<file path="src/rtl/serial_add_ctrl_defs.sv">
// Shared state encoding for the serial-add sequencer family, so every
// sequencer and bench decodes the state register identically.
`ifndef SERIAL_ADD_CTRL_DEFS_SV
`define SERIAL_ADD_CTRL_DEFS_SV

`define SAC_STATE_IDLE 2'd0
`define SAC_STATE_RUN  2'd1
`define SAC_STATE_DONE 2'd2

`endif

</file>
<file path="src/rtl/serial_add_ctrl_pkg.sv">
// Types and helpers shared by the bit-serial adder controller.
`include "serial_add_ctrl_defs.sv"

package serial_add_ctrl_pkg;

    typedef enum logic [1:0] {
        ST_IDLE = `SAC_STATE_IDLE,
        ST_RUN  = `SAC_STATE_RUN,
        ST_DONE = `SAC_STATE_DONE
    } sac_state_t;

    // One extra bit keeps the counter from wrapping when WIDTH is a power of two.
    function automatic int sac_cnt_width(input int width);
        return $clog2(width) + 1;
    endfunction

endpackage

</file>
<file path="src/rtl/serial_add_ctrl_fa_bit_cell.sv">
// One-bit full adder built as two cascaded half adders whose carries are ORed.
module fa_bit_cell (
    input  logic x,
    input  logic y,
    input  logic ci,
    output logic s,
    output logic co
);

    logic hs1;
    logic hc1;
    logic hc2;

    assign hs1 = x ^ y;
    assign hc1 = x & y;
    assign s   = hs1 ^ ci;
    assign hc2 = hs1 & ci;
    assign co  = hc1 | hc2;

endmodule

</file>
<file path="src/rtl/serial_add_ctrl.sv">
// Bit-serial adder sequencer: latches operands on start, pushes one bit pair
// per clock LSB-first through a single full-adder cell, then pulses done.
module serial_add_ctrl
    import serial_add_ctrl_pkg::*;
#(
    parameter int WIDTH = 8
) (
    input  logic             clk,
    input  logic             rst,
    input  logic             start,
    input  logic [WIDTH-1:0] a,
    input  logic [WIDTH-1:0] b,
    input  logic             cin,
    output logic             busy,
    output logic             done,
    output logic [WIDTH-1:0] sum,
    output logic             cout
);

    localparam int CNT_W = sac_cnt_width(WIDTH);
    localparam logic [CNT_W-1:0] LAST_BIT = CNT_W'(WIDTH - 1);

    sac_state_t       state;
    logic [WIDTH-1:0] ra;
    logic [WIDTH-1:0] rb;
    logic             c;
    logic [CNT_W-1:0] cnt;

    logic             cell_s;
    logic             cell_co;
    logic [WIDTH-1:0] sum_next;

    fa_bit_cell u_cell (
        .x  (ra[0]),
        .y  (rb[0]),
        .ci (c),
        .s  (cell_s),
        .co (cell_co)
    );

    // Written this way so WIDTH=1 needs no special-cased slice.
    always_comb begin
        sum_next            = sum >> 1;
        sum_next[WIDTH-1]   = cell_s;
    end

    always_ff @(posedge clk or posedge rst) begin
        if (rst) begin
            state <= ST_IDLE;
            busy  <= 1'b0;
            done  <= 1'b0;
            sum   <= '0;
            cout  <= 1'b0;
            ra    <= '0;
            rb    <= '0;
            c     <= 1'b0;
            cnt   <= '0;
        end else begin
            case (state)
                ST_IDLE: begin
                    done <= 1'b0;
                    if (start) begin
                        ra    <= a;
                        rb    <= b;
                        c     <= cin;
                        cnt   <= '0;
                        busy  <= 1'b1;
                        state <= ST_RUN;
                    end
                end
                ST_RUN: begin
                    ra  <= ra >> 1;
                    rb  <= rb >> 1;
                    c   <= cell_co;
                    sum <= sum_next;
                    cnt <= cnt + CNT_W'(1);
                    if (cnt == LAST_BIT) begin
                        cout  <= cell_co;
                        done  <= 1'b1;
                        state <= ST_DONE;
                    end
                end
                ST_DONE: begin
                    done  <= 1'b0;
                    busy  <= 1'b0;
                    state <= ST_IDLE;
                end
                default: begin
                    done  <= 1'b0;
                    busy  <= 1'b0;
                    state <= ST_IDLE;
                end
            endcase
        end
    end

endmodule

</file>
<file path="config.mk">
export PLATFORM = sky130hd
export DESIGN_NAME = serial_add_ctrl
export DESIGN_NICKNAME = d
export VERILOG_FILES = /design/src/rtl/serial_add_ctrl_pkg.sv /design/src/rtl/serial_add_ctrl_fa_bit_cell.sv /design/src/rtl/serial_add_ctrl.sv
export VERILOG_INCLUDE_DIRS = /design/src /design/src/rtl
export SDC_FILE = /design/constraint.sdc
export NUM_CORES = 1
export LEC_CHECK = 0
export BUFFER_PORTS_ARGS = -buffer_cell sky130_fd_sc_hd__buf_2
export CAP_MARGIN = 20
export CORE_MARGIN = 2
export CORE_UTILIZATION = 53
export CTS_CLUSTER_SIZE = 14
export DETAILED_ROUTE_END_ITERATION = 10
export PLACE_DENSITY_LB_ADDON = 0.25
export SYNTH_ARGS = -nofsm -noshare
export SYNTH_HDL_FRONTEND = slang
export SYNTH_HIERARCHICAL = 1
export SYNTH_SLANG_ARGS = --single-unit
</file>
<file path="constraint.sdc">
create_clock -name clk -period 1.6 [get_ports clk]
set_clock_uncertainty 0.05 [all_clocks]
set_input_delay 0.08 -clock clk [delete_from_list [all_inputs] [get_ports clk]]
set_output_delay 0.08 -clock clk [all_outputs]
set_load 0.05 [all_outputs]
</file>
Word level (Yosys, flattened, before mapping). Cells that the tools add are included.

Shift-type cells: 0. Muxes and demuxes: 15. Reductions and logical operators: 6. Magnitude comparators: 0. $mul: 0. Bitwise gates (word level): 6. Div/mod/pow operators: 0. Add/sub/neg operators: 1. Equal/unequal tests: 4.

Operator list (number): $pmux 8 s2 (2); $mux 8 (2); $pmux 4 s2 (1); $reduce_and 2->1 (4); $add 4x1->4 const B (1); $eq 4x3->1 const B (1); $mux 1 (4); $mux 2 (2); $mux 4 (1); $ne 2x2->1 const B (2); $pmux 1 s2 (2); $pmux 2 s2 (1); $and 1x1->1 (2); $eq 2x1->1 const B (1); $logic_not 2->1 (1); $reduce_bool 2->1 (1); $xor 1x1->1 (2); $not 1->1 (1); $or 1x1->1 (1).

Input port bits: 20. Memories: 0. Bits in registers: 34. Word-level logic and storage cells: 41. Output and inout bits: 11. Bits in writable memories: 0. Bits in latches: 0. Memory bits (read-only): 0.

Logic depth before layout (Yosys ltp).
Word-level depth: 4. Gate-level depth with buffers: 5. Depth with buffers taken out: 4.

Cells and area by module. The synthesis kept the hierarchy.

Modules (own cells, without submodules): serial_add_ctrl (area each 1542.7 um^2, times used 1, cells an instance 160); fa_bit_cell (area each 20.0 um^2, times used 1, cells an instance 1).

Worst setup path before layout. Ideal clock, no wire load.

Path type: reg-to-reg. Start: register rb[0]. End: register cout. Stages on the path, launching flop included: 3. Setup time: 0.128 ns. Period minus slack after synthesis: 1.271 ns. Data required time: 1.422 ns. Arrival: 1.094 ns. Setup slack: 0.329 ns. Path through: dfrtp_1 -> fa_1 -> mux2_1.

Longest elaborated chain between the ends: 3. Elaborated cells between the ends (all ways): 4. Classes of those cells: 4 x bitwise.

RTL lines: start: declaration (RTL line serial_add_ctrl.sv:25) `logic [WIDTH-1:0] rb;`; start signal: assignment (RTL line serial_add_ctrl.sv:73) `rb <= rb >> 1;`; $xor 1x1->1 (RTL line serial_add_ctrl_fa_bit_cell.sv:14) `assign hs1 = x ^ y;`; $and 1x1->1 (RTL line serial_add_ctrl_fa_bit_cell.sv:17) `assign hc2 = hs1 & ci;`; $or 1x1->1 * (RTL line serial_add_ctrl_fa_bit_cell.sv:18) `assign co = hc1 | hc2;`; net cell_co (RTL line serial_add_ctrl.sv:30) `logic cell_co;`; end signal: assignment (RTL line serial_add_ctrl.sv:78) `cout <= cell_co;`; end: declaration (RTL line serial_add_ctrl.sv:17) `output logic cout`.

The timed path passes the listed nets; every way through them passes the cells marked *. A chain may end at the register's enable or synchronous reset.

Worst setup path after layout.
Start: register state[1]. End: register rb[4].

Longest elaborated chain between the ends: 3. Elaborated cells between the ends (all ways): 6. Classes of those cells: 2 x eq/ne; 1 x mux; 3 x reduce/logical.

RTL lines: start: declaration (RTL line serial_add_ctrl.sv:23) `sac_state_t state;`; start signal: assignment (RTL line serial_add_ctrl.sv:49) `state <= ST_IDLE;`; start signal: assignment (RTL line serial_add_ctrl.sv:68) `state <= ST_RUN;`; start signal: assignment (RTL line serial_add_ctrl.sv:80) `state <= ST_DONE;`; $eq 2x1->1 / $logic_not 2->1 (equally long branches) (RTL line serial_add_ctrl.sv:59) `case (state)`; $reduce_bool 2->1 (no line) / $ne 2x2->1 (equally long branches); $reduce_and 2->1 (no line).

Parallel ways exist; a longest one is shown, timed or not.

==> reports/metrics.cfg <==
[placement]
dp_hpwl_um=2210
io_buffers=30
gp_congestion=0.764
placed_cells=219

[synthesis]
syn_area_um2=1560
synth-simple-area-share=0.201
seq_area_frac_synth=0.544
synth_compound_area_frac=0.176
yosysTopAreaCell=dfrtp_1
yosysMostFrequentCell=nand2_1
ys_top_cells_by_count=38 x nand2_1, 34 x dfrtp_1, 17 x o21ai_1
synth_top_family_by_area=simple AND/OR/NAND/NOR gates
synth_area_leaders=dfrtp_1 54%, nand2_1 9.1%, o21ai_1 5.4%
synth_area_per_cell_um2=9.71
netlist.area_leader.share=0.544
ys_ff_latch=34
synthAdderAreaFrac=0.0208
synthFlopType=dfrtp_1
synth_edf_count=0
netlist-cell-type-count=24
synth_mux_area_frac=0.0144
syn_inst=161
synth_xor_area_frac=0
async_flop_share=1.00
synth_nets=183
ys.warnings.count=6

[floorplan]
start_util=0.562
die_y_um=58.3
die_x_um=58.3
coreArea_um2=2780
die-area_um2=3400
pin_count=31
num_rows=19

[outcome]
outcome=finished, final reports clean

[setup_path]
worstSetupStartpoint=state[1]$_DFFE_PP0P_
rr_endpoint=rb[4]$_DFFE_PP0P_
critPathLaunchType=flip-flop
reg2reg_depth=4
r2r_slack_ns=0.14
crit_fanout=8
endpoint=rb[4]$_DFFE_PP0P_
end_kind=flip-flop
worst-setup-path-type=reg -> reg
crit_arrival_ns=1.67
cp.required_ns=1.82
r2r_start=state[1]$_DFFE_PP0P_

[clocking]
clockBufferDepth=2
cts_tree=yes
root_buffer=clkbuf_4
cts_sinks=34
h-tree-depth=2
clk_pin_slew_ns=0.10
cts-resized-gates=0
clock_latency_ns=0.34
cts_buffers=5

[detailed_routing]
wl_um=3150
dr.pass1.iters=4
vias_per_cell=5.60
drtAntennaViolNets=0
routedWlPerCell_um=13.2
vias=1332
route.detailed.drc=0
drt_iter0_drc=43

[grt]
antenna_found_initial=0
grt-ovfl-total=0
grt_max_degree=35
grt_pass1_vias=1243
grt_pass1_wl_um=5520
track_usage=0.216

[sta]
hold_viol=0
tns_ns=0
fin_hold_ws_ns=0.0702
fin_crit_sh=0.910
slew_headroom=0.651
rsz0062_at_grt=false
min_period_ns=1.46
clock.fmax_ghz=0.686
tightestPinTransition_ns=0.522
setup_violations=0
slew_violations=0

[finish]
diodes=0
fill_cells=220
final_cells=238
drive_gt1_frac=0.232
multi_input_area_um2=644
syn2layout_area_growth_pct=22.7
seq_area_um2=851
nets=228
fin_util=0.690

[pwr]
p_leak_nw=0.975
power_density_nw_per_um2=1920
irDropWorstVdd_v=0.00141

[flow_run]
max_cap_viol_count=0

[hold_path]
hold_path_class=in -> reg
min_path_cells=4

[metal layers]
| layer | share of wire | GRT usage | vias to the layer above |
|---|---|---|---|
| met4 | 0.021 | 0.0997 | 0 |
| met5 | 0 | 0 | - |
| met1 | 0.44 | 0.278 | 638 |
| li1 | - | - | 639 |
| met2 | 0.48 | 0.355 | 48 |
| met3 | 0.056 | 0.0396 | 7 |
[power breakdown]
part / internal, mW / switching [mW]
logic: 0.620 / 1.07
registers: 1.21 / 0.279
clock network: 0.213 / 0.289
total: 2.04 / 1.64
[placed cells by master (no fill, tap or decap), drive strengths merged]
cell         netlist  routed
o21ai             18      18
mux2               2       2
o21a               1       1
nor3               1       1
dlygate4sd3        0      11
a21oi             16      16
nand2b             1       1
nor2               4       4
ha                 1       1
nor2b             11      11
and3b              7       7
inv                1       1
buf               10      38
fa                 1       1
clkbuf             1       7
nand2             38      38
o21bai             1       1
a22o               2       2
dfrtp             34      34
clkinv             0       1
nand3              2       2
a22oi              8       8
o311ai             1       1
[worst min path at each step]
stage | from | end
after floorplan | rst | busy$_DFFE_PP0P_
after global placement | rst | sum[0]$_DFFE_PP0P_
after detailed placement | rst | sum[1]$_DFFE_PP0P_
after CTS | a[0] | ra[0]$_DFFE_PP0P_
after global routing | a[4] | ra[4]$_DFFE_PP0P_
final | a[4] | ra[4]$_DFFE_PP0P_
[critical path, cell delays in order, from the launching register on]
cell,delay (ns)
dfrtp_1,0.45
buf_4,0.18
nor2b_1,0.42
a21oi_1,0.14
o21ai_1,0.14
[repair_timing]
item | 4_1_cts | 5_1_grt
endpoints found under the hold margin | 44 | 0
hold buffers | 11 | 0
buffers inserted | 0 | 0
[sequential cells by signal, summed over array words and instances, names as in the netlist]
register	count
done	1
sum	8
busy	1
cout	1
rb	8
ra	8
cnt	4
state	2
c	1
[per-stage QoR]
step                      power (mW)  instance area (µm²)  setup slack, ns
after floorplan                 2.77                 1560            0.329
after global placement          3.11                 1750            0.224
after detailed placement        3.19                 1750            0.192
after CTS                       3.71                 1920            0.148
after global routing            3.97                 1920          0.00764
final                           3.68                 1920            0.143
[logic make-up (layout without fill, tap and decap cells)]
group / count (synthesis) / count (layout)
AO/OA/AOI/OAI: 47 / 47
adder cells (fa/ha/maj): 2 / 2
buffers and inverters: 12 / 58
flip-flops: 34 / 34
multiplexers: 2 / 2
AND/OR/NAND/NOR: 64 / 64
[cell type report]
type                            instances  share of cell area
Sequential cell                        34               0.444
Clock inverter                          1             0.00261
Timing Repair Buffer                   49               0.167
Multi-Input combinational cell        115               0.336
Inverter                                1             0.00196
Tap cell                               31              0.0202
Clock buffer                            7              0.0287
No activity file was read; power rests on OpenSTA's default activity.
